File: src/rtl/fifo_read_sequencer.sv
// Read-domain sequencer: drains a first-word-fall-through FIFO in BURST-word bursts onto a valid/ready stream.
// Optional feature macro FIFO_SEQ_FLUSH_EN adds the idle-timeout single-word flush of a below-threshold FIFO.
module fifo_read_sequencer #(
  parameter int WIDTH   = 16,
  parameter int BURST   = 8,
  parameter int TIMEOUT = 64
) (
  input  logic             r_clk,
  input  logic             r_rst,
  input  logic             i_en,
  input  logic [WIDTH-1:0] f_dat,
  input  logic             f_empty,
  input  logic             f_almost_empty,
  output logic             f_r_en,
  output logic [WIDTH-1:0] o_dat,
  output logic             o_valid,
  output logic             o_last,
  input  logic             i_ready,
  output logic             o_busy,
  output logic [15:0]      o_burst_cnt
);
  localparam int            RW       = $clog2(BURST + 1);
  localparam logic [RW-1:0] REM_FULL = RW'(BURST);
  localparam logic [RW-1:0] REM_ONE  = RW'(1);

  typedef enum logic [1:0] {
    ST_IDLE  = 2'd0,
    ST_BURST = 2'd1,
    ST_DRAIN = 2'd2
`ifdef FIFO_SEQ_FLUSH_EN
    , ST_FLUSH = 2'd3
`endif
  } state_t;

  state_t        state_q, state_d;
  logic [RW-1:0] rem_q, rem_d;
  logic          xfer;
  logic          out_free;
  logic          last_rd;
  logic          cnt_inc;

  // The output slot can take a new word when empty or being consumed this cycle.
  assign out_free = !o_valid || i_ready;
  assign o_busy   = (state_q != ST_IDLE);

`ifdef FIFO_SEQ_FLUSH_EN
  localparam int            TW        = $clog2(TIMEOUT + 1);
  localparam logic [TW-1:0] TIMER_MAX = TW'(TIMEOUT);

  logic [TW-1:0] timer_q, timer_nxt;
  logic          timer_run, timer_hit;

  assign timer_run = (state_q == ST_IDLE) && i_en && !f_empty && !f_almost_empty;
  assign timer_nxt = (timer_q == TIMER_MAX) ? timer_q : timer_q + TW'(1);
  assign timer_hit = timer_run && (timer_nxt == TIMER_MAX);
  // A flush is a one-word burst, so it shares the burst read path with rem loaded to 1.
  assign xfer      = (state_q == ST_BURST) || (state_q == ST_FLUSH);

  always_ff @(posedge r_clk or posedge r_rst) begin
    if (r_rst) begin
      timer_q <= '0;
    end else if (timer_run && !timer_hit) begin
      timer_q <= timer_nxt;
    end else begin
      timer_q <= '0;
    end
  end
`else
  assign xfer = (state_q == ST_BURST);
`endif

  always_comb begin
    // NOTE: every output of this block gets a default first so no path leaves a latch behind.
    state_d = state_q;
    rem_d   = rem_q;
    f_r_en  = 1'b0;
    last_rd = 1'b0;
    cnt_inc = 1'b0;

    if (xfer && !f_empty && (rem_q != '0) && out_free) begin
      f_r_en = 1'b1;
      rem_d  = rem_q - REM_ONE;
      if (rem_q == REM_ONE) begin
        last_rd = 1'b1;
        state_d = ST_DRAIN;
      end
    end

    case (state_q)
      ST_IDLE: begin
        if (i_en && f_almost_empty) begin
          state_d = ST_BURST;
          rem_d   = REM_FULL;
        end
`ifdef FIFO_SEQ_FLUSH_EN
        else if (timer_hit) begin
          state_d = ST_FLUSH;
          rem_d   = REM_ONE;
        end
`endif
      end
      ST_DRAIN: begin
        if (out_free) begin
          cnt_inc = 1'b1;
          state_d = ST_IDLE;
        end
      end
      default: ;
    endcase
  end

  always_ff @(posedge r_clk or posedge r_rst) begin
    // NOTE: state registers use non-blocking assignments so every flop samples pre-edge values.
    if (r_rst) begin
      state_q     <= ST_IDLE;
      rem_q       <= '0;
      o_burst_cnt <= '0;
    end else begin
      state_q <= state_d;
      rem_q   <= rem_d;
      if (cnt_inc) o_burst_cnt <= o_burst_cnt + 16'd1;
    end
  end

  // A stalled word (o_valid && !i_ready) keeps data, valid and last untouched.
  always_ff @(posedge r_clk or posedge r_rst) begin
    if (r_rst) begin
      o_dat   <= '0;
      o_valid <= 1'b0;
      o_last  <= 1'b0;
    end else if (f_r_en) begin
      o_dat   <= f_dat;
      o_valid <= 1'b1;
      o_last  <= last_rd;
    end else if (i_ready) begin
      o_valid <= 1'b0;
      o_last  <= 1'b0;
    end
  end

endmodule

File: config.mk
export PLATFORM = sky130hd
export DESIGN_NAME = fifo_read_sequencer
export DESIGN_NICKNAME = d
export VERILOG_FILES = /design/src/rtl/fifo_read_sequencer.sv
export SDC_FILE = /design/constraint.sdc
export NUM_CORES = 1
export LEC_CHECK = 0
export ABC_AREA = 1
export CAP_MARGIN = 10
export CORE_UTILIZATION = 46
export CTS_CLUSTER_DIAMETER = 150
export CTS_CLUSTER_SIZE = 20
export DETAILED_ROUTE_END_ITERATION = 6
export GPL_TIMING_DRIVEN = 1
export MAX_ROUTING_LAYER = met4
export PLACE_DENSITY_LB_ADDON = 0.12
export SLEW_MARGIN = 20
export SYNTH_ARGS = -nofsm -noshare
export SYNTH_HDL_FRONTEND = slang
export SYNTH_SLANG_ARGS = --single-unit
File: constraint.sdc
create_clock -name r_clk -period 1.7 [get_ports r_clk]
set_clock_uncertainty 0.05 [all_clocks]
set_input_delay 0.17 -clock r_clk [delete_from_list [all_inputs] [get_ports r_clk]]
set_output_delay 0.17 -clock r_clk [all_outputs]
set_load 0.02 [all_outputs]
==> metrics.md, run 1 <==
| Metric | Value |
|---|---|
| Period utilization | 0.9405 |
| Die height | 66.60 um |
| Post-route insts no fill | approximately 360 |
| Hold crit path type | in2async |
| R2r worst-path depth | 9 |
| Reg2reg start | rem_q[0] |
| CP startpoint kind | register |
| Synth async-reset ratio | 1.000 |
| WL/cell | 11.15 um |
| Mapped Nets | about 260 |
| Syn Area/Cell | roughly 8 um2 |
| CP max-delay cell | clkdlybuf4s50_1 |
| Gate count after technology mapping | roughly 240 |
| Initial antenna violation count | 0 |
| Fillers | 358 |
| Yosys top cell area share | 0.5215 |
| Synth-to-layout area growth | 41.39% |
| Core area | between 4000 and 5000 um2 |
| Total CTS buffers | 5 |
| Starting Density | 0.4798 |
| Full die area | 4435 um2 |
| #FFs+latches synth | 40 |
| Synth unique cells | 26 |
| Drt pass-1 iters | 4 |
| Kind of critical path | reg2out |
| Layout cells sized above 1 | 0.09236 |
| Buf/Inv on CP | 1 |
| Leak pwr | between 1 and 1.5 nW |
| First-pass GRT wire length | 7038 um |
| CTS tree | yes |
| Cell with the most instances after synthesis | nand2_1 |
| Placed cell count | roughly 360 |
| Worst path top cell family by delay | buffers and inverters |
| DRT Wirelength | between 4000 and 5000 um |
| Clock buffer depth | 2 |
| Clk sinks | 40 |
| Cell Pwr Density | about 1500 nW/um2 |
| Largest net degree at the start of global routing | 25 |
| Vias in the first global route | 1653 |
| Yosys Warn Count | 0 |
| R2R Setup Slk | roughly 0.22 ns |
| Design area | between 2000 and 3000 um2 |
| Critical path, cell by cell | clkdlybuf4s50_1 |
| 1st-iter DRT viols | 90 |
| Slowest stage delay, CP | 0.64 ns |
| Vias | 1708 |
| Top_reg_cell synth | dfrtp_1 |
| Max VDD drop | roughly 0.00084 V |
| Dominant cell type by area after synthesis | dfrtp_1 |
| Max Freq | ~0.63 GHz |
| Slew headroom | 0.7685 |
| Setup Viol. Count Final | 0 |
| List of most frequent post-synthesis cells | 102 x nand2_1, 40 x dfrtp_1, 24 x nor2_1, 22 x inv_1, 11 x nand3_1 |
| Grt ovf | 0 |
| Layout Nets | between 300 and 400 |
| CP max FO | 6 |
| Die width | between 60 and 70 um |
| Post-DP HPWL | around 3000 um |
| RR Endpoint | state_q[0] |
| ANT cells | 0 |
| PortBufs | between 50 and 60 |
| Crit. End Element | output pin |
| Seq/Total Area, Yosys | 0.5215 |
| Critical Path RT | approximately 1.5 ns |
| Fin Setup TNS | 0 ns |
| RSZ-0062 raised after global routing | no |
| GRT Util Overall | 0.2194 |
| Maxcap violations | 0 |
| I/O pin total | 58 |
| H-Tree Depth | 2 |
| Final Hold Fails | 0 |
| DRC | 0 |
| Critical path data arrival time | ~1.4 ns |
| Slew Limit Fails | 0 |
| Synth area leaders | dfrtp_1 52%, nand2_1 20%, nor2_1 4.7% |
| Worst-Margin Slew | between 0.3 and 0.4 ns |
| Area after DPL | roughly 2600 um2 |
| Fin crit period | between 1.5 and 2 ns |
| DR vias/cell | between 4 and 5 |
| Post-route ant nets | 0 |
| CTS clk-pin slew, worst paths | roughly 0.08 ns |
| Cell Area, Synth | 1919 um2 |
| Gp weighted congestion | around 0.79 |
| Root buf cell | clkbuf_8 |
| Latest clock arrival within the worst-skew pair | 0.29 ns |
| Status | finished clean |
| Post-synth EDFFs | 0 |
| FP Rows | 23 |
==> how the worst max path moves through the flow <==
| stage | from | endpoint | slack [ns] | cells past startpoint |
|---|---|---|---|---|
| after global placement | f_empty | f_r_en | -0.13 | 5 |
| after detailed placement | f_empty | f_r_en | -0.12 | 5 |
| after CTS | rem_q[0] | f_r_en | 0.004 | 6 |
| after global routing | rem_q[1] | state_q[0] | 0.03 | 9 |
| after floorplan | o_burst_cnt[1] | o_burst_cnt[6] | 0.28 | 5 |
| final | o_burst_cnt[2] | o_burst_cnt[2] | 0.10 | 1 |
==> flip-flops by register name, indices dropped and copies added (netlist names) <==
| register | cells |
|---|---|
| o_burst_cnt | 16 |
| o_dat | 16 |
| rem_q | 4 |
| state_q | 2 |
| o_last | 1 |
| o_valid | 1 |
==> cells in the final DEF (no fill, tap or decap), types with 6 or more instances in the layout <==
master / instances
xor2_1: 6
nor2_1: 24
clkbuf_8: 6
nand3_1: 11
inv_1: 22
nand2_1: 102
dfrtp_1: 40
o21ai_0: 6
clkdlybuf4s50_1: 55
buf_4: 14
==> per-layer routing <==
metal	part of all wire	GRT usage	vias to the layer above
met5	0	-	-
met4	0.012	0.06117	0
met3	0.049	0.07192	5
met2	0.48	0.3561	49
met1	0.46	0.2601	778
li1	-	-	876
==> kinds of logic after synthesis <==
group           count (synthesis)  share of synthesized area
flops                          40                     0.5215
fa+ha+maj                       3                    0.01956
buf+inv                        27                    0.05932
xor+xnor                       10                    0.04563
compound gates                  8                    0.02216
simple gates                  151                     0.3318
==> power breakdown <==
group | switching (mW) | internal [mW] | total, mW
clock network | 0.315 | 0.331 | 0.646
registers | 0.250 | 1.29 | 1.54
logic | 1.06 | 0.908 | 1.97
==> worst reg2reg max path, stage by stage (launching register included) <==
cell,delay (ns)
dfrtp_1,0.34
inv_1,0.05
ha_1,0.20
nand2_1,0.10
nand3_2,0.10
inv_2,0.07
buf_4,0.23
nand2_1,0.11
nand2_1,0.07
nand2_1,0.04
==> through the flow <==
step,utilization,setup WS [ns],hold slack [ns],power (mW)
floorplan,-,0.2843,0.2296,2.620
global placement,0.6575,-0.1332,0.4133,3.516
detailed placement,0.6575,-0.1197,0.4142,3.555
CTS,0.6797,0.003874,0.1451,4.204
global route,0.6784,0.02549,0.1890,4.472
finish,0.6784,0.1012,0.1392,4.155
==> area by class of cell <==
class                      instances  area (um2)  share of cell area
clock buffer                       8       90.09             0.03320
tap                               50       62.56             0.02305
timing repair buffer              71       669.4              0.2467
multi-input combinational        172       804.5              0.2965
inverter                          23       86.33             0.03181
sequential                        40        1001              0.3688
==> repair_timing <==
action	CTS	global route
gates resized for setup	3	1
buffers inserted	0	0
setup endpoints to repair	2	1
hold buffers	0	0
Power figures use the tool's default switching activity.
==> inputs of run 2 (changes only) <==
- ABC_AREA: 1 -> default
- CORE_UTILIZATION: 46 -> 45
- SLEW_MARGIN: 20 -> default
==> metrics.md, run 2 <==
| Metric | Value |
|---|---|
| Synth-to-layout area growth | 56.84% |
| Maxcap violations | 0 |
| 1st-iter DRT viols | 60 |
| Dominant cell type by area after synthesis | dfrtp_1 |
| WL/cell | around 14 um |
| Full die area | roughly 4200 um2 |
| CTS tree | yes |
| CP max-delay cell | dfrtp_1 |
| Root buf cell | clkbuf_8 |
| Design area | approximately 2800 um2 |
| Largest net degree at the start of global routing | between 40 and 50 |
| Hold crit path type | in2async |
| Clock buffer depth | 2 |
| First-pass GRT wire length | slightly below 7000 um |
| Crit. End Element | output pin |
| Seq/Total Area, Yosys | 0.5698 |
| Synth unique cells | 35 |
| Cell Area, Synth | around 1800 um2 |
| Post-synth EDFFs | 0 |
| FP Rows | 22 |
| Final setup margin | -0.09309 ns |
| #FFs+latches synth | 40 |
| Area after DPL | roughly 2500 um2 |
| GRT Util Overall | 0.2237 |
| Slew headroom | 0.6654 |
| Fin crit period | roughly 1.8 ns |
| Syn Area/Cell | ~11 um2 |
| Final Hold Fails | 0 |
| Cell with the most instances after synthesis | nand2_1 |
| PortBufs | 57 |
| Total CTS buffers | 5 |
| ANT cells | 0 |
| Fin Setup TNS | -0.1671 ns |
| DR vias/cell | 4.986 |
| Vias | about 1500 |
| CP startpoint kind | register |
| CTS clk-pin slew, worst paths | ~0.080 ns |
| Worst path top cell family by delay | simple AND/OR/NAND/NOR gates |
| Post-route ant nets | 0 |
| Period utilization | 1.055 |
| Core area | about 3700 um2 |
| Hold Buf Count CTS | 0 |
| DRC | 0 |
| Mapped Nets | 190 |
| Layout cells sized above 1 | 0.2236 |
| Most frequent cells in the layout | 55 x clkdlybuf4s50_1, 47 x nand2_1, 40 x dfrtp_1, 15 x buf_4, 13 x xnor2_1 |
| Core Util, Final | 0.7414 |
| Pre-CTS setup slack | -0.2153 ns |
| Layout Nets | between 200 and 300 |
| CP max FO | 3 |
| Slowest stage delay, CP | ~0.4 ns |
| Gp weighted congestion | 0.7100 |
| Post-DP HPWL | 2852 um |
| Setup Viol. Count Final | 5 |
| Largest regs | o_burst_cnt x16, o_dat x16, rem_q x4 |
| Synth async-reset ratio | 1.000 |
| Yosys Warn Count | 0 |
| H-Tree Depth | 2 |
| I/O pin total | between 50 and 60 |
| Fillers | ~250 |
| Die width | ~64 um |
| Critical path data arrival time | between 1.5 and 2 ns |
| Vias in the first global route | about 1500 |
| Status | finished, violations left |
| Multi-input gate area | around 800 um2 |
| Leak pwr | between 1 and 1.5 nW |
| DRT Wirelength | roughly 4200 um |
| Gate count after technology mapping | 165 |
| Starting Density | 0.4727 |
| Top_reg_cell synth | dfrtp_1 |
| Initial antenna violation count | 0 |
| Drt pass-1 iters | 4 |
| Kind of critical path | reg2out |
| Most common cell after layout, fill and taps aside | clkdlybuf4s50_1 |
| Max VDD drop | between 0.0009 and 0.001 V |
| Critical path, cell by cell | inv_2 > ha_4 > or3b_4 > nand4_4 > inv_4 > buf_6 |
| Critical Path RT | 1.48 ns |
| Grt ovf | 0 |
| RSZ-0062 raised after global routing | yes |
| Buf/Inv on CP | 3 |
| Clk sinks | 40 |
| Worst-Margin Slew | ~0.50 ns |
| List of most frequent post-synthesis cells | 57 x nand2_1, 40 x dfrtp_1, 13 x xnor2_1, 7 x nand3_1, 6 x nor2_1 |
| Yosys top cell area share | 0.5698 |
| Max Freq | 0.5577 GHz |
| Latest clock arrival within the worst-skew pair | ~0.28 ns |
| Failing checks | negative setup slack |
| Synth area leaders | dfrtp_1 57%, nand2_1 12%, xnor2_1 6.5% |
| Cell Pwr Density | 1619 nW/um2 |
| Die height | around 64 um |
| Slew Limit Fails | 0 |
| Sequential cell area | around 1000 um2 |
run 2: cell types whose count changed in the layout (fill, tap and decap cells not counted), moves of 5 or more:
cell | previous run | this run
nor2_1 | 24 | 6
nand2_2 | 1 | 8
xnor2_1 | 4 | 13
o21ai_0 | 6 | 1
inv_1 | 22 | 2
nand2_1 | 102 | 47
nand3_1 | 11 | 6
run 2: through the flow:
step                      power, mW  hold WS, ns  instances
final                         4.461       0.2578        294
after global routing          4.692       0.3161        294
after CTS                     4.381       0.2737        292
after detailed placement      3.326       0.4181        281
after global placement        3.242       0.4096        281
after floorplan               2.442       0.2254        165
run 2: worst paths after layout:
kind	slack (ns)	cells after the start	end	startpoint
max in group asynchronous	1.00	3	state_q[0]	r_rst
worst max register to register	-0.07	8	rem_q[3]	rem_q[1]
worst min register to register	0.42	1	o_burst_cnt[15]	o_burst_cnt[15]
min in group r_clk	0.36	3	o_dat[8]	f_dat[8]
worst max-delay path	-0.09	6	f_r_en	rem_q[1]
worst min-delay path	0.26	3	o_burst_cnt[1]	r_rst
run 2: power by group:
| part | internal (mW) | switching (mW) | total, mW |
|---|---|---|---|
| Combinational | 1.08 | 1.06 | 2.14 |
| Clock | 0.518 | 0.312 | 0.830 |
| Sequential | 1.26 | 0.237 | 1.50 |
run 2: cell type report:
| class | count | share of cell area |
|---|---|---|
| Clock buffer | 7 | 0.03497 |
| Clock inverter | 1 | 0.01090 |
| Inverter | 5 | 0.007720 |
| Multi-Input combinational cell | 117 | 0.2861 |
| Sequential cell | 40 | 0.3633 |
| Tap cell | 48 | 0.02180 |
| Timing Repair Buffer | 76 | 0.2752 |
run 2: cells by family after synthesis:
logic type | after synthesis | share of synthesized area
buf+inv | 8 | 0.02422
simple gates | 89 | 0.2621
mux | 2 | 0.01211
compound gates | 7 | 0.03063
xor+xnor | 16 | 0.07978
fa+ha+maj | 3 | 0.02137
flops | 40 | 0.5698
run 2: what timing repair did:
| action | in CTS | in global routing |
|---|---|---|
| pin swaps | 1 | 2 |
| endpoints found under the setup margin | 11 | 21 |
| setup buffers | 2 | 2 |
| hold endpoints to repair | 0 | 0 |
| gates resized for setup | 21 | 12 |
| cloned | 1 | 0 |
run 2: worst register-to-register path, delay by kind of cell (launching register included):
family	cells	cell delay (ns)
flip-flops	1	0.40
AO/OA/AOI/OAI	2	0.28
AND/OR/NAND/NOR	2	0.50
buffers and inverters	3	0.28
adder cells (fa/ha/maj)	1	0.12
run 2: layer usage:
| layer | routed length [um] | share of wire | global-route usage |
|---|---|---|---|
| met1 | 1648 | 0.40 | 0.2360 |
| met2 | 2272 | 0.55 | 0.3934 |
| met3 | 175 | 0.042 | 0.07042 |
| met4 | 59 | 0.014 | 0.07778 |
| met5 | 0 | 0 | - |
==> inputs of run 3 (changes only) <==
- CORE_MARGIN: default -> 1
- SKIP_LAST_GASP: default -> 1
==> metrics.md, run 3 (synthesis results as in run 2) <==
| Metric | Value |
|---|---|
| Failing checks | negative setup slack |
| 1st-iter DRT viols | 57 |
| CP startpoint kind | register |
| DR vias/cell | 4.915 |
| DRC | 0 |
| Layout cells sized above 1 | 0.2154 |
| Vias in the first global route | roughly 1500 |
| Post-route ant nets | 0 |
| CP max FO | 3 |
| Status | finished, violations left |
| Met2 wire length | 2331 um |
| Critical path, cell by cell | inv_2 > ha_4 > or3b_4 > nand4_4 > inv_4 > buf_6 |
| Max Freq | roughly 0.56 GHz |
| Slew Limit Fails | 0 |
| Hold crit path type | in2async |
| Most frequent cells in the layout | 55 x clkdlybuf4s50_1, 49 x nand2_1, 40 x dfrtp_1, 16 x buf_4, 13 x xnor2_1 |
| Highest metal used | met4 |
| CP max-delay cell | dfrtp_1 |
| Die height | roughly 64 um |
| CTS tree | yes |
| Cell Pwr Density | ~1600 nW/um2 |
| RSZ-0062 raised after global routing | yes |
| Core area | approximately 3700 um2 |
| First-pass GRT wire length | about 7000 um |
| Vias | roughly 1400 |
| Fillers | roughly 260 |
| Layout Nets | 270 |
| GRT Util Overall | 0.2294 |
| Fin crit period | between 1.5 and 2 ns |
| Sequential cell area | 1001 um2 |
| Worst-Margin Slew | about 0.50 ns |
| Routed length on met3 | 148 um |
| Fin Setup TNS | -0.2762 ns |
| Clk sinks | 40 |
| Pre-CTS setup slack | -0.2153 ns |
| Wl on met1 | approximately 1600 um |
| Period utilization | 1.059 |
| Largest net degree at the start of global routing | between 40 and 50 |
| Maxcap violations | 0 |
| Root buf cell | clkbuf_8 |
| Synth-to-layout area growth | 55.56% |
| Critical path data arrival time | 1.58 ns |
| Gp weighted congestion | slightly above 0.7 |
| Multi-input gate area | ~770 um2 |
| I/O pin total | between 50 and 60 |
| Setup Viol. Count Final | 15 |
| Core Util, Final | 0.7354 |
| Total CTS buffers | 5 |
| Initial antenna violation count | 0 |
| Full die area | ~4200 um2 |
| Clock buffer depth | 2 |
| Slowest stage delay, CP | 0.40 ns |
| Crit. End Element | output pin |
| Most common cell after layout, fill and taps aside | clkdlybuf4s50_1 |
| Largest regs | o_burst_cnt x16, o_dat x16, rem_q x4 |
| Starting Density | 0.4727 |
| Grt ovf | 0 |
| FP Rows | 22 |
| PortBufs | 57 |
| Final Hold Fails | 0 |
| Die width | between 60 and 70 um |
| Leak pwr | roughly 1.3 nW |
| H-Tree Depth | 2 |
| Kind of critical path | reg2out |
| CTS clk-pin slew, worst paths | 0.08 ns |
| Hold Buf Count CTS | 0 |
| Post-DP HPWL | about 2900 um |
| Max VDD drop | 0.001037 V |
| Critical Path RT | ~1.5 ns |
| Latest clock arrival within the worst-skew pair | 0.28 ns |
| Final setup margin | -0.1007 ns |
| WL/cell | approximately 14 um |
| ANT cells | 0 |
| DRT Wirelength | 4193 um |
| Drt pass-1 iters | 4 |
| Slew headroom | 0.6672 |
-- run 3: cell count changes in the layout (fill, tap and decap cells not counted) --
cell / delta
buf_4: +1
buf_6: -1
nand2_1: +2
nand2_2: -1
nand2_4: -1
o2bb2a_2: +1
o2bb2a_4: -1
-- run 3: timing repair --
item                       in CTS  in global routing
pin swaps                       1                  0
gates resized for setup        18                 11
setup endpoints to repair      11                 21
buffers inserted                2                  3
cloned                          1                  0
-- run 3: critical path, delay by kind of cell, from the launching register on --
| family | cells | cell delay, ns |
|---|---|---|
| simple gates | 2 | 0.50 |
| fa+ha+maj | 1 | 0.12 |
| flops | 1 | 0.40 |
| buf+inv | 3 | 0.28 |
-- run 3: layer usage --
layer / vias up / GRT usage
met5: - / -
li1: 698 / -
met3: 10 / 0.06866
met4: 0 / 0.08889
met1: 697 / 0.2251
met2: 40 / 0.4211
-- run 3: metrics by stage --
step	hold slack, ns	total power [mW]	std cells	cell area, um2
5_1_grt	0.3182	4.659	294	2733
6_report	0.2526	4.439	294	2733
3_5_place_dp	0.4181	3.326	281	2471
3_3_place_gp	0.4096	3.242	281	2471
4_1_cts	0.2737	4.355	292	2689
2_1_floorplan	0.2254	2.442	165	1757
-- run 3: cell type report --
cell class                 instances  share of cell area
multi-input combinational        117              0.2816
inverter                           5            0.007784
sequential                        40              0.3663
tap                               48             0.02198
clock inverter                     1             0.01099
timing repair buffer              76              0.2761
clock buffer                       7             0.03526
-- run 3: path summary, 6_finish.rpt --
path / cells after the start / startpoint / slack, ns / to
max: 6 / rem_q[1] / -0.10 / f_r_en
min: 3 / r_rst / 0.25 / o_burst_cnt[1]
max reg2reg: 8 / rem_q[1] / -0.06 / state_q[1]
min reg2reg: 1 / o_burst_cnt[15] / 0.42 / o_burst_cnt[15]
max in group asynchronous: 3 / r_rst / 1.00 / o_dat[13]
min in group r_clk: 3 / f_dat[8] / 0.36 / o_dat[8]
-- run 3: power by group --
group	internal (mW)	switching, mW	total (mW)
clock network	0.518	0.313	0.831
registers	1.26	0.239	1.50
logic	1.06	1.05	2.11
total	2.84	1.60	4.44
==> variant 1: new RTL, settings of run 3 <==
Add a define of `FIFO_SEQ_FLUSH_EN`.
--- a/src/rtl/fifo_read_sequencer.sv
+++ b/src/rtl/fifo_read_sequencer.sv
@@ -2,2 +2,4 @@
 // Optional feature macro FIFO_SEQ_FLUSH_EN adds the idle-timeout single-word flush of a below-threshold FIFO.
+`define FIFO_SEQ_FLUSH_EN
+
 module fifo_read_sequencer #(
Formal check against the unedited RTL: no difference found for any inputs over 10 cycles, from zero or initial values and one cycle with r_rst high; that may be too few to reach the edited logic, so the function may still have changed.
==> variant 1 against run 3 <==
- sequential share of layout area is 3.5 points lower
- synthesized cell count is 11% higher
- cell area is 30% higher
- sequential power is 10% higher
- synthesized area is 24% higher
- combinational power is 9.5% higher
- clock power is 11% lower
- worst setup slack worse by 0.21 ns
- total power is 5.7% higher
- sequential cell count is 7 higher
- wire length is 36% higher
- the run still ends with setup timing left
- register-to-register slack worse by 0.25 ns
- critical path depth is 2 higher
==> variant 1: results (changes against run 3) <==
Main synth FF type dfrtp_1 (unchanged); first-pass GRT wire length 9377 µm (was 6872 µm); dpl ws -0.2932 ns (was -0.2153 ns); PostCTS Resize Cnt 27 (was 18); Initial Util 48.33% (was 47.27%); biggest regs o_burst_cnt x16, o_dat x16, timer_q x7 (was o_burst_cnt x16, o_dat x16, rem_q x4); Longest Clk Path Bufs 2 (unchanged); CP arrival 2.20 ns (was 1.58 ns); largest cells by area after synthesis dfrtp_1, mux2_2, xor2_1 (was dfrtp_1, nand2_1, xnor2_1); Hold Crit Class primary input to async pin (unchanged); Async SR Flop Fraction 100.0% (unchanged); fill count 279 (was 256); Seq/Total Area, Yosys 54.02% (was 56.98%); H-tree depth 2 (unchanged); final setup fails 31 (was 15); Hold-fix buffers, CTS 0 (unchanged); syn_nets 211 (was 190); Post-synth top cells dfrtp_1, mux2_2, xor2_1, nor2_1, xnor2_1 (was nand2_1, dfrtp_1, xnor2_1, nand3_1, nor2_1); worst-path fanout max 5 (was 3); Syn Area/Cell 11.90 µm² (was 10.65 µm²); Vias per Instance 5.138 (was 4.915); Worst-Skew Late Latency 0.31 ns (was 0.28 ns); CP max stage delay 0.42 ns (was 0.40 ns); hold slack 0.06415 ns (was 0.2526 ns); via count 1824 (was 1445); WL/cell 16.12 µm (was 14.26 µm); GRT Resource Usage Total 25.09% (was 22.94%); vias in the first global route 1990 (was 1512); switching share of power 34.19% (was 36.03%); share of layout cells above drive strength 1 35.31% (was 21.54%); Leakage Power 1.612 nW (was 1.252 nW); FF-to-FF setup slack -0.31 ns (was -0.06 ns); Post-DP Area 3164 µm² (was 2471 µm²); Worst Path Class, Setup flop to flop (was flop to output pin); final setup TNS -4.748 ns (was -0.2762 ns); setup bufs post-CTS 9 (was 2); reg-to-reg endpoint state_q[0] (was state_q[1]); Cell variety after synth 38 (was 35); pin count of the biggest net entering global routing 38 (was 41); initial antenna violation count 0 (unchanged); initial drt markers 52 (was 57); Max VDD drop 1109 µV (was 1037 µV); failing checks setup timing (unchanged); RR Startpoint timer_q[0] (was rem_q[1]); area grow syn2layout 62.99% (was 55.56%); final worst slack -0.3073 ns (was -0.1007 ns); outcome finished with violations (unchanged); DP Wirelength 3376 µm (was 2852 µm); worst-margin pin slew 0.3998 ns (was 0.4993 ns); GP Congestion 0.8804 (was 0.7100); Placed Cells 332 (was 281)
==> variant 1: cell count changes after synthesis, sizes merged, moves of 3 or more <==
| cell | run 3 | this run |
|---|---|---|
| nand2 | 57 | 10 |
| mux2 | 1 | 17 |
| xor2 | 3 | 13 |
| dfrtp | 40 | 47 |
| nor2 | 7 | 12 |
| inv | 5 | 9 |
| nor3 | 1 | 5 |
| and2 | 0 | 3 |
| and3 | 1 | 4 |
| ha | 3 | 6 |
| nor3b | 0 | 3 |
==> variant 1: cell type report <==
class,count,area share [%]
clock buffers,6,2.327
clock inverters,2,0.4584
inverters,9,0.9520
multi-input cells,124,30.57
flip-flops and latches,47,33.15
well taps,52,1.834
repair buffers,115,30.71
==> variant 1: routing by layer <==
metal | up-vias | GRT usage (%) | part of all wire (%)
li1 | 866 | - | -
met1 | 882 | 29.23 | 41
met2 | 66 | 42.33 | 52
met3 | 10 | 6.048 | 4.8
met4 | 0 | 9.368 | 1.7
met5 | - | - | 0
==> variant 1: power groups by stage <==
stage | clock network, mW | registers, mW | logic (mW)
global placement | 0 | 1.61 | 1.82
finish | 0.736 | 1.65 | 2.31
floorplan | 0 | 1.90 | 0.627
detailed placement | 0 | 1.61 | 1.85
CTS | 0.745 | 1.61 | 2.21
global route | 0.791 | 1.69 | 2.44
==> variant 1: logic make-up (layout without fill, tap and decap cells) <==
kind of cell             Yosys count  count (layout)  share of synthesized area, %
flip-flops                        47              47                         54.02
AO/OA/AOI/OAI                     12              12                         4.023
AND/OR/NAND/NOR                   64              64                         17.01
multiplexers                      17              17                         8.793
buffers and inverters             12             132                         2.643
adder cells (fa/ha/maj)            6               6                         3.448
XOR/XNOR                          25              25                         10.06
==> variant 2: new RTL, settings of run 3 <==
Without the edit above. Re-encode `state_t` (3 states) as one-hot, 3 bits wide.
--- a/src/rtl/fifo_read_sequencer.sv
+++ b/src/rtl/fifo_read_sequencer.sv
@@ -25,6 +25,6 @@
 
-  typedef enum logic [1:0] {
-    ST_IDLE  = 2'd0,
-    ST_BURST = 2'd1,
-    ST_DRAIN = 2'd2
+  typedef enum logic [2:0] {
+    ST_IDLE  = 3'b001,
+    ST_BURST = 3'b010,
+    ST_DRAIN = 3'b100
 `ifdef FIFO_SEQ_FLUSH_EN
Behaviour: no difference found for any inputs over 10 cycles, from zero or initial values and one cycle with r_rst high; not proved beyond that.
==> variant 2 against run 3 <==
- the flow still finishes with violations (setup timing)
- cell area rose by 2.7%
- first-iteration DRC count rose by 46%
- combinational power rose by 3%
- total power fell by 3.6%
- synthesized area rose by 1.2%
- wire length fell by 3.0%
- worst hold slack got worse by 0.083 ns
- worst setup slack got worse by 0.17 ns
- critical path depth fell by 2
- sequential cell count rose by 1
- critical endpoint unchanged
- largest cell class unchanged
==> variant 2: results (changes against run 3) <==
outcome finished with violations (unchanged); failing checks setup timing (unchanged); Port Buffers 57 (unchanged); CP arrival 1.75 ns (was 1.58 ns); largest cells by area after synthesis dfrtp_1, nand2_1, xnor2_1 (unchanged); biggest regs o_burst_cnt x16, o_dat x16, rem_q x4 (unchanged); antenna cell count 0 (unchanged); Layout Utilization 75.49% (was 73.54%); Synth warnings 0 (unchanged); clk root buf clkbuf_8 (unchanged); CP max stage delay 0.52 ns (was 0.40 ns); initial antenna violation count 0 (unchanged); GP Congestion 0.8222 (was 0.7100); switching share of power 35.96% (was 36.03%); GRT Resource Usage Total 21.66% (was 22.94%); critical path endpoint f_r_en (unchanged); final setup TNS -3.814 ns (was -0.2762 ns); WL/cell 13.29 µm (was 14.26 µm); Cell variety after synth 37 (was 35); Syn Area/Cell 10.40 µm² (was 10.65 µm²); CTS buffer count 5 (unchanged); worst-path fanout max 2 (was 3); Longest Clk Path Bufs 2 (unchanged); reg-to-reg endpoint o_dat[4] (was state_q[1]); Worst-Skew Late Latency 0.30 ns (was 0.28 ns); Reg2Reg Depth 7 (was 8); Placed Cells 291 (was 281); Hold Crit Class primary input to async pin (unchanged); syn_nets 196 (was 190); Main synth FF type dfrtp_1 (unchanged); initial drt markers 83 (was 57); worst-margin pin slew 0.3543 ns (was 0.4993 ns); Async SR Flop Fraction 100.0% (unchanged); clock-pin slew on the worst setup and hold paths 0.08 ns (about the same); Post-DP Area 2547 µm² (was 2471 µm²); layout net count 282 (was 270); Max VDD drop 939.4 µV (was 1037 µV); final worst slack -0.2721 ns (was -0.1007 ns); Largest delay share family, worst path simple AND/OR/NAND/NOR gates (unchanged); DP Wirelength 2679 µm (was 2852 µm); Post-synth top cells nand2_1, dfrtp_1, xnor2_1, inv_1, nand3_1 (was nand2_1, dfrtp_1, xnor2_1, nand3_1, nor2_1); first-pass GRT wire length 6603 µm (was 6872 µm); via count 1514 (was 1445); drt first pass iters 4 (unchanged); final setup fails 23 (was 15); FF-to-FF setup slack -0.25 ns (was -0.06 ns); Leakage Power 1.301 nW (was 1.252 nW); Seq/Total Area, Yosys 57.78% (was 56.98%); share of layout cells above drive strength 1 18.60% (was 21.54%); H-tree depth 2 (unchanged); CP Launch Point state_q[0] (was rem_q[1]); Vias per Instance 4.948 (was 4.915); Slowest cell on crit path or4b_4 (was dfrtp_1); pin count of the biggest net entering global routing 42 (was 41); fill count 265 (was 256)
==> variant 2: cell types whose count changed after synthesis, moves of 2 or more <==
cell	delta
nor3b_1	+2
nor2b_1	+2
nor2_1	-2
nand3_1	-2
and4_1	+2
nor4_1	+3
==> variant 2: worst reg2reg max path, cell delays in order, from the launching register on <==
cell	delay, ns
dfstp_2	0.37
or4b_4	0.52
or3_4	0.37
clkinv_4	0.06
buf_4	0.14
bufbuf_16	0.26
nand2_1	0.05
nand2_1	0.05
==> variant 2: per-layer routing <==
| layer | vias to the layer above | GRT usage, % | share of wire, % |
|---|---|---|---|
| met3 | 12 | 7.218 | 6.6 |
| met4 | 0 | 10.28 | 2.8 |
| met2 | 56 | 31.77 | 47 |
| met1 | 717 | 26.86 | 44 |
| li1 | 729 | - | - |
| met5 | - | - | 0 |
==> variant 2: area by class of cell <==
class	instances	share of cell area (%)
Sequential cell	41	36.71
Timing Repair Buffer	84	30.51
Multi-Input combinational cell	119	26.72
Clock buffer	6	2.587
Tap cell	48	2.141
Inverter	6	0.9813
Clock inverter	2	0.3568
==> variant 2: per-stage QoR <==
step | worst slack [ns] | total power [mW]
after floorplan | -0.1275 | 2.506
after global placement | -0.7003 | 3.302
after detailed placement | -0.7105 | 3.380
after CTS | -0.2722 | 4.254
after global routing | -0.3160 | 4.563
final | -0.2721 | 4.281
==> variant 2: cell families (layout without fill, tap and decap cells) <==
family / count (synthesis) / after routing / share of synthesized area [%]
XOR/XNOR: 16 / 16 / 7.882
adder cells (fa/ha/maj): 3 / 3 / 2.111
flip-flops: 41 / 41 / 57.78
buffers and inverters: 11 / 98 / 3.940
AND/OR/NAND/NOR: 90 / 90 / 24.21
AO/OA/AOI/OAI: 8 / 8 / 2.885
multiplexers: 2 / 2 / 1.196
==> variant 2: worst min path at each step <==
stage | to | slack, ns | cells after the start
2_1_floorplan | o_dat[0] | 0.23 | 2
3_3_place_gp | o_dat[7] | 0.41 | 2
3_5_place_dp | o_dat[12] | 0.42 | 2
4_1_cts | o_burst_cnt[14] | 0.18 | 3
5_1_grt | o_burst_cnt[11] | 0.20 | 3
6_report | o_burst_cnt[12] | 0.17 | 3
==> variant 2: power by group through the flow <==
stage          clock [mW]  sequential, mW  combinational, mW
2_1_floorplan           0            1.80              0.710
3_3_place_gp            0            1.49               1.82
3_5_place_dp            0            1.51               1.87
4_1_cts             0.636            1.50               2.12
5_1_grt             0.669            1.54               2.35
6_report            0.615            1.50               2.17
==> variant 2: repair_timing <==
item / in CTS / in global routing
resized for setup: 14 / 8
gates cloned: 2 / 0
buffers inserted: 2 / 3
pin swaps: 0 / 4
setup endpoints to repair: 22 / 28
hold endpoints to repair: 0 / 0
